[src/rtl/int_seq.sv]
// Interrupt / reset entry sequencer for the 65C02 core.
// Takes over the bus for the reset, NMI, IRQ and BRK entry sequences.
// It pushes the return state, fetches the vector, then strobes the new PC, S and I.
//
// Bus handover with the main FSM:
//   - A request is accepted in IDLE. The request is BRK_REQ at any time, or INSTR_DONE
//     together with a pending NMI or an unmasked IRQ.
//   - From the next clock BUSY is 1, and the sequencer drives AB, DB_OUT and RW.
//   - SEQ_DONE (== PC_LOAD) is high for exactly one un-held cycle in FINISH.
//     The main FSM may fetch again on the cycle after it.
//   - HOLD freezes every non-IDLE state.
module int_seq #(
    parameter logic [15:0] NMI_VEC    = 16'hFFFA,
    parameter logic [15:0] RES_VEC    = 16'hFFFC,
    parameter logic [15:0] IRQ_VEC    = 16'hFFFE,
    parameter logic [7:0]  STACK_PAGE = 8'h01
) (
    input  logic        PHI_0,
    input  logic        RST,
    input  logic        NMI,
    input  logic        IRQ,
    input  logic        HOLD,
    input  logic        INSTR_DONE,
    input  logic        BRK_REQ,
    input  logic        I_FLAG,
    input  logic [15:0] PC_IN,
    input  logic [7:0]  P_IN,
    input  logic [7:0]  S_IN,
    input  logic [7:0]  DB_IN,
    output logic [15:0] AB,
    output logic [7:0]  DB_OUT,
    output logic        RW,
    output logic        BUSY,
    output logic        PC_LOAD,
    output logic [15:0] PC_NEW,
    output logic        SP_LOAD,
    output logic [7:0]  SP_NEW,
    output logic        SET_I,
    output logic        SEQ_DONE,
    output logic [3:0]  DBG_STATE
);

    typedef enum logic [3:0] {
        IDLE, RST_D0, RST_D1, RST_D2, PUSH_PCH, PUSH_PCL, PUSH_P, VEC_LO, VEC_HI, FINISH
    } state_t;

    typedef enum logic [1:0] {SRC_BRK, SRC_NMI, SRC_IRQ} src_t;

    state_t      state, next_state;
    src_t        src, start_src;
    logic [7:0]  sp;
    logic [15:0] ret;
    logic [15:0] vec;
    logic [7:0]  lo, hi;
    logic        nmi_prev, nmi_pend;

    // State register; reset always restarts the reset entry sequence
    always_ff @(posedge PHI_0 or posedge RST) begin
        if (RST) state <= RST_D0;
        else     state <= next_state;
    end

    // Next-state: request arbitration in IDLE, otherwise step unless held
    always_comb begin
        next_state = state;
        start_src  = SRC_IRQ;
        case (state)
            IDLE: begin
                if (BRK_REQ) begin
                    next_state = PUSH_PCH;
                    start_src  = SRC_BRK;
                end else if (INSTR_DONE && nmi_pend) begin
                    next_state = PUSH_PCH;
                    start_src  = SRC_NMI;
                end else if (INSTR_DONE && !IRQ && !I_FLAG) begin
                    next_state = PUSH_PCH;
                    start_src  = SRC_IRQ;
                end
            end
            RST_D0:   if (!HOLD) next_state = RST_D1;
            RST_D1:   if (!HOLD) next_state = RST_D2;
            RST_D2:   if (!HOLD) next_state = VEC_LO;
            PUSH_PCH: if (!HOLD) next_state = PUSH_PCL;
            PUSH_PCL: if (!HOLD) next_state = PUSH_P;
            PUSH_P:   if (!HOLD) next_state = VEC_LO;
            VEC_LO:   if (!HOLD) next_state = VEC_HI;
            VEC_HI:   if (!HOLD) next_state = FINISH;
            FINISH:   if (!HOLD) next_state = IDLE;
            default:  next_state = IDLE;
        endcase
    end

    // Datapath: latch context on acceptance, walk the stack pointer, pick and read the vector
    always_ff @(posedge PHI_0 or posedge RST) begin
        if (RST) begin
            sp  <= 8'h00;
            ret <= 16'h0000;
            src <= SRC_IRQ;
            vec <= RES_VEC;
            lo  <= 8'h00;
            hi  <= 8'h00;
        end else begin
            case (state)
                IDLE: begin
                    if (next_state == PUSH_PCH) begin
                        sp  <= S_IN;
                        ret <= PC_IN;
                        src <= start_src;
                    end
                end
                RST_D0, RST_D1, PUSH_PCH, PUSH_PCL: if (!HOLD) sp <= sp - 8'd1;
                RST_D2: begin
                    if (!HOLD) begin
                        sp  <= sp - 8'd1;
                        vec <= RES_VEC;
                    end
                end
                PUSH_P: begin
                    if (!HOLD) begin
                        sp  <= sp - 8'd1;
                        // A pending NMI hijacks an IRQ/BRK entry at the last moment
                        vec <= (nmi_pend || src == SRC_NMI) ? NMI_VEC : IRQ_VEC;
                    end
                end
                VEC_LO:  if (!HOLD) lo <= DB_IN;
                VEC_HI:  if (!HOLD) hi <= DB_IN;
                default: ;
            endcase
        end
    end

    // NMI falling-edge detector; the request is consumed when its vector is committed
    always_ff @(posedge PHI_0 or posedge RST) begin
        if (RST) begin
            nmi_prev <= 1'b1;
            nmi_pend <= 1'b0;
        end else begin
            nmi_prev <= NMI;
            if (nmi_prev && !NMI)
                nmi_pend <= 1'b1;
            else if (state == PUSH_P && !HOLD && nmi_pend)
                nmi_pend <= 1'b0;
        end
    end

    // Outputs: bus cycle per state, completion strobes only in an un-held FINISH
    always_comb begin
        AB      = 16'h0000;
        DB_OUT  = 8'h00;
        RW      = 1'b1;
        BUSY    = 1'b1;
        PC_LOAD = 1'b0;
        PC_NEW  = 16'h0000;
        SP_LOAD = 1'b0;
        SP_NEW  = 8'h00;
        SET_I   = 1'b0;
        if (!RST) begin
            case (state)
                IDLE:                   BUSY = 1'b0;
                RST_D0, RST_D1, RST_D2: AB = {STACK_PAGE, sp};
                PUSH_PCH: begin
                    AB     = {STACK_PAGE, sp};
                    RW     = 1'b0;
                    DB_OUT = ret[15:8];
                end
                PUSH_PCL: begin
                    AB     = {STACK_PAGE, sp};
                    RW     = 1'b0;
                    DB_OUT = ret[7:0];
                end
                PUSH_P: begin
                    AB     = {STACK_PAGE, sp};
                    RW     = 1'b0;
                    DB_OUT = {P_IN[7:6], 1'b1, (src == SRC_BRK), P_IN[3:0]};
                end
                VEC_LO: AB = vec;
                VEC_HI: AB = vec + 16'd1;
                FINISH: begin
                    if (!HOLD) begin
                        PC_LOAD = 1'b1;
                        SP_LOAD = 1'b1;
                        SET_I   = 1'b1;
                        PC_NEW  = {hi, lo};
                        SP_NEW  = sp;
                    end
                end
                default: ;
            endcase
        end
    end

    assign SEQ_DONE  = PC_LOAD;
    assign DBG_STATE = state;

endmodule

[config.mk]
export PLATFORM = sky130hd
export DESIGN_NAME = int_seq
export DESIGN_NICKNAME = d
export VERILOG_FILES = /design/src/rtl/int_seq.sv
export SDC_FILE = /design/constraint.sdc
export NUM_CORES = 1
export LEC_CHECK = 0
export BUFFER_PORTS_ARGS = -buffer_cell sky130_fd_sc_hd__buf_2
export CORE_ASPECT_RATIO = 1.1
export CORE_UTILIZATION = 40
export DETAILED_ROUTE_END_ITERATION = 16
export GPL_ROUTABILITY_DRIVEN = 0
export GPL_TIMING_DRIVEN = 0
export PLACE_DENSITY = 0.67
export SLEW_MARGIN = 20
export SYNTH_ARGS = -nofsm -noshare
export SYNTH_HDL_FRONTEND = slang
export SYNTH_SLANG_ARGS = --single-unit
[constraint.sdc]
create_clock -name PHI_0 -period 3.8 [get_ports PHI_0]
set_input_delay 0.76 -clock PHI_0 [delete_from_list [all_inputs] [get_ports PHI_0]]
set_output_delay 0.76 -clock PHI_0 [all_outputs]
set_load 0.05 [all_outputs]
After elaboration in Yosys (flattened, before gate mapping)
Index checks and enable logic that the tools add are counted.
W data, S select, Z words.
- add/sub/neg operators: 2
- equality and inequality tests: 15
- mux-type cells: 40
- bitwise gates (word level): 1
- reductions and logical operators: 24
- operators with widths (kind ; count):
    $mux W16 ; 6
    $mux W8 ; 6
    $pmux W16 S3 ; 1
    $mux W4 ; 11
    $pmux W4 S9 ; 1
    $pmux W16 S2 ; 1
    $pmux W8 S3 ; 1
    $eq A4 B3 Y1 const B ; 5
    $add A16 B1 Y16 const B ; 1
    $pmux W8 S2 ; 1
    $mux W1 ; 9
    $eq A4 B2 Y1 const B ; 2
    $eq A4 B4 Y1 const B ; 2
    $ne A2 B2 Y1 const B ; 4
    $sub A8 B1 Y8 const B ; 1
    $logic_and A1 B1 Y1 ; 6
    $reduce_and A2 Y1 ; 3
    $reduce_and A3 Y1 ; 2
    $reduce_bool A2 Y1 ; 3
    $reduce_or A6 Y1 ; 1
    $eq A4 B1 Y1 const B ; 1
    $logic_not A1 Y1 ; 4
    $logic_not A4 Y1 ; 1
    $mux W2 ; 2
    7 further kinds ; 7
- register bits: 64

Longest topological paths before layout
- depth after elaboration: 10
- depth in mapped cells: 7
- mapped depth without buffers: 6

Least setup slack after synthesis
Ideal clock, no wire load.
- kind: reg-to-output
- start point: register state[2] (netlist: DBG_STATE[2])
- end point: output AB[1]
- arrival: 2.630 ns
- required time: 3.040 ns
- setup slack: 0.410 ns
- cell stages (with the launch flop): 6
- path buffers: 2
- path through: dfrtp_1 -> buf_2 -> clkbuf_1 -> nand4b_1 -> a21oi_2 -> a22o_1
- cells in the longest elaborated chain, start to end: 4
- elaborated cells between the ends (all ways): 11
- classes of those cells: eq/ne (8); mux (2); reduce/logical (1)
- RTL lines (item ; RTL line ; RTL):
    start: declaration ; 49 ; state_t state, next_state;
    start signal: assignment ; 60 ; else state <= next_state;
    $eq A4 B3 Y1, or another cell as far along ; 158 ; case (state)
    $reduce_or A6 Y1 (no source line) ; -- ;
    $pmux W16 S3 * ; 158 ;
    $mux W16 * ; 157 ; if (!RST) begin
    end: declaration ; 30 ; output logic [15:0] AB,
Mark *: on every way between the ends. The rest lies on a longest branch, timed or not.

Worst setup path in the final report
- start point: register state[0] (netlist: DBG_STATE[0])
- end point: output SP_NEW[2]
- cells in the longest elaborated chain, start to end: 3
- RTL lines (item ; RTL line ; RTL):
    $eq A4 B4 Y1 ; 158 ;
    $mux W8 ; 158 ;
    $mux W8 ; 157 ;
    end: declaration ; 37 ; output logic [7:0] SP_NEW,
Every way passes these cells.

==> PnR_summary.wiki <==
{| class="wikitable"
! Metric !! Value
|-
| Final Cycle Share || 84.7%
|-
| Category of cells accounting for the largest share of critical-path delay || buffers and inverters
|-
| Mapped Avg Cell Area || 10.0 sq um
|-
| Ant. Diodes || 0
|-
| Maximum number of pins on one net before global-route repair || 31
|-
| Result of the run || complete, no violations
|-
| Detail-routed net length per standard cell || 14.1 microns
|-
| Worst IR Drop VDD || 0.689 mV
|-
| Post-synthesis net count || 336
|-
| Number of ports placed on the die boundary || 106
|-
| Clock tree skew after final layout || 0.00532 ns
|-
| Layout Area Growth over Synthesis || 25.7%
|-
| Fmax || 311 MHz
|-
| Number of enable flip-flop cells after synthesis || 0
|-
| CTS buffer count || 5
|-
| PostCTS Resize Cnt || 0
|-
| Crit path max-delay cell type || sky130_fd_sc_hd__nor4_2
|-
| Startpoint Class || flop
|-
| Top flip-flop cell by instance count after synthesis || sky130_fd_sc_hd__dfrtp_1
|-
| Synthesis-stage register bit count || 50
|-
| Delay contributed by the slowest stage of the critical path || 0.58 ns
|-
| Standby leakage power || 1.83 nW
|-
| Number of clock sinks || 50
|-
| Measured slew at the worst slew-check pin || 0.656 ns
|-
| Minimum clock period || 3.22 ns
|-
| Chain of cells forming the critical path || buf_6, inv_1, nor4_2, clkbuf_1, and2_1, buf_2
|-
| Die height || 91.0 microns
|-
| Clock latency on the worst-skew pair || 0.30 ns
|-
| Final Instance Count excl. Fillers || 482
|-
| Site Rows || 32
|-
| DRC violation count after routing || 0
|-
| Arrival time at the worst endpoint || 2.46 ns
|-
| Hold Path Class || flop to flop
|-
| Fin. max-slew vios || 0
|-
| Total of max-cap violations || 0
|-
| Proportion of layout cells with a drive suffix above 1 || 43.3%
|-
| First DRT Iteration DRCs || 79
|-
| Via density per instance || 5.07
|-
| Number of global-route vias before repair || 2362
|-
| # port buffers || 101
|-
| Sequential-to-total area share from yosys stat || 43.6%
|-
| WS Path Type || flop to primary output
|-
| CTS Root Cell || sky130_fd_sc_hd__clkbuf_8
|-
| Core region area || 0.00701 sq mm
|-
| Total instance count after detailed placement || 474
|-
| Total Neg Setup Slack || 0 ns
|-
| Total via count after detailed routing || 2446
|-
| CP Max Fanout || 13
|-
| Number of unique standard cell types used by synthesis || 51
|-
| PnR Total Power || 3.10 mW
|-
| Post-synthesis instance area || 0.00288 sq mm
|-
| Power per Cell Area || 855 mW/mm^2
|-
| Initial core utilization || 41.1%
|-
| CP endpoint kind || primary output
|-
| CTS Hold Bufs || 0
|-
| Synthesized instance count || 287
|-
| Die area || 0.00755 sq mm
|-
| Half-perimeter wire length after placement || 5180 microns
|-
| Post-CTS Setup Bufs || 0
|-
| Clock tree from TritonCTS || done
|-
| Clk buf depth || 2
|-
| Buf/Inv on CP || 4
|-
| Critical path required time || 3.04 ns
|-
| Final net count || 445
|-
| First-pass DRT Iterations || 4
|-
| Final routed wirelength across all metal layers || 6780 microns
|-
| Number of fill cells || 681
|-
| Async set or reset register ratio after synthesis || 100%
|-
| Clock-pin transition on the worst setup and hold timing paths || 0.09 ns
|-
| CTS H-tree lvls || 2
|-
| Die X || 82.9 microns
|-
| Final-report setup violation count || 0
|-
| All-layer global routing usage || 18.3%
|-
| Wire length of the first global-routing pass || 11300 microns
|-
| Number of nets with antenna violations after detailed routing || 0
|-
| Count of synthesis-stage warnings from yosys || 0
|-
| Unrepaired setup endpoints after global routing || false
|-
| Worst max-slew margin expressed relative to the limit || 56.1%
|-
| Setup slack of the most critical reg-to-reg path || 1.84 ns
|-
| Number of antenna violations at the first check in global routing || 0
|-
| Final hold violation count || 0
|-
| Global route overflow || 0
|}
## registers in the layout, summed over array words and instances (netlist names)
name	flops
sp	8
lo	8
src	2
vec	2
hi	8
DBG_STATE	4
ret	16
nmi_pend	1
nmi_prev	1
## final cells by class
class / instances / area, sq um / share of cell area [%]
clock inverter: 2 / 37.5 / 1.04
inverter: 9 / 33.8 / 0.932
clock buffer: 6 / 72.6 / 2.00
tap: 85 / 106 / 2.94
multi-input combinational: 201 / 1430 / 39.5
sequential: 50 / 1260 / 34.7
buffer: 27 / 159 / 4.39
timing repair buffer: 102 / 526 / 14.5
## kinds of logic after synthesis
kind of cell | synth area share (%)
simple gates | 17.4
compound gates | 15.5
flops | 43.6
mux | 16.3
buf+inv | 6.69
fa+ha+maj | 0.434
## final timing paths
kind                            cells after the start                    from                endpoint
max in group asynchronous                           3                     RST      src[1]$_DFFE_PP1P_
worst min-delay path                                2      src[1]$_DFFE_PP1P_      src[1]$_DFFE_PP1P_
worst max register to register                      5  DBG_STATE[2]$_DFF_PP0_       hi[0]$_DFFE_PP0P_
min in group asynchronous                           2                     RST  DBG_STATE[2]$_DFF_PP0_
worst min register to register                      2      src[1]$_DFFE_PP1P_      src[1]$_DFFE_PP1P_
worst max-delay path                                6  DBG_STATE[0]$_DFF_PP1_               SP_NEW[2]
## report_power, final
part / internal [mW] / switching [mW] / total, mW
logic: 0.641 / 1.10 / 1.74
registers: 0.805 / 0.176 / 0.981
clock network: 0.197 / 0.179 / 0.376
total: 1.64 / 1.46 / 3.10
## through the flow
step	setup WS, ns	area (sq um)	hold WS (ns)	utilization [%]
after floorplan	0.410	2880	0.449	-
after global placement	0.566	3490	0.463	49.9
after detailed placement	0.544	3510	0.475	50.1
after CTS	0.479	3620	0.499	51.7
after global routing	0.226	3620	0.523	51.7
final	0.581	3620	0.495	51.7
## metal layers
| metal | global-route usage (%) | share of wire, % | vias to the layer above |
|---|---|---|---|
| li1 | - | - | 1228 |
| met1 | 23.2 | 45 | 1139 |
| met2 | 31.5 | 49 | 74 |
| met3 | 4.00 | 5.1 | 5 |
| met4 | 5.03 | 0.96 | 0 |
| met5 | 0 | 0 | - |
## cells in the mapped netlist (2+ instances only)
master	count	area share (%)
sky130_fd_sc_hd__dfrtp_1	46	40
sky130_fd_sc_hd__mux2_2	29	11
sky130_fd_sc_hd__and2_1	25	5.4
sky130_fd_sc_hd__nor2_1	23	3.0
sky130_fd_sc_hd__a21oi_1	14	2.4
sky130_fd_sc_hd__o21ai_0	14	2.4
sky130_fd_sc_hd__nand2_1	13	1.7
sky130_fd_sc_hd__mux2i_1	11	3.8
sky130_fd_sc_hd__buf_4	9	2.3
sky130_fd_sc_hd__inv_1	9	1.2
sky130_fd_sc_hd__a21o_1	8	2.1
sky130_fd_sc_hd__buf_2	7	1.2
sky130_fd_sc_hd__clkbuf_1	7	0.91
sky130_fd_sc_hd__nor3_1	5	0.87
sky130_fd_sc_hd__a31oi_1	4	0.87
sky130_fd_sc_hd__dfstp_2	4	3.6
sky130_fd_sc_hd__nor4_1	4	0.87
sky130_fd_sc_hd__o211ai_1	4	1.0
sky130_fd_sc_hd__a211oi_1	3	0.78
sky130_fd_sc_hd__a22o_1	3	0.91
sky130_fd_sc_hd__mux2_1	3	1.2
sky130_fd_sc_hd__nor2b_1	3	0.65
sky130_fd_sc_hd__o2bb2ai_1	3	0.91
sky130_fd_sc_hd__a21oi_2	2	0.61
sky130_fd_sc_hd__buf_1	2	0.26
sky130_fd_sc_hd__buf_6	2	0.78
sky130_fd_sc_hd__nand2b_1	2	0.43
sky130_fd_sc_hd__nand3_1	2	0.35
sky130_fd_sc_hd__nor2_2	2	0.43
sky130_fd_sc_hd__o22ai_1	2	0.43
sky130_fd_sc_hd__or3_1	2	0.43
## cells in the final DEF, fill, tap and decap left out, types with 9 or more instances in the layout
master                    instances
sky130_fd_sc_hd__nand2_1         13
sky130_fd_sc_hd__a21oi_1         14
sky130_fd_sc_hd__mux2_2          29
sky130_fd_sc_hd__buf_2          108
sky130_fd_sc_hd__mux2i_1         11
sky130_fd_sc_hd__nor2_1          23
sky130_fd_sc_hd__o21ai_0         14
sky130_fd_sc_hd__buf_4            9
sky130_fd_sc_hd__dfrtp_1         46
sky130_fd_sc_hd__and2_1          25
## worst register-to-register path: cells and delay by family (launching register included)
family / cells / cell delay, ns
multiplexers: 1 / 0.40
buffers and inverters: 1 / 0.17
AND/OR/NAND/NOR: 3 / 0.90
flip-flops: 1 / 0.38
No activity file was read; power rests on OpenSTA's default activity.
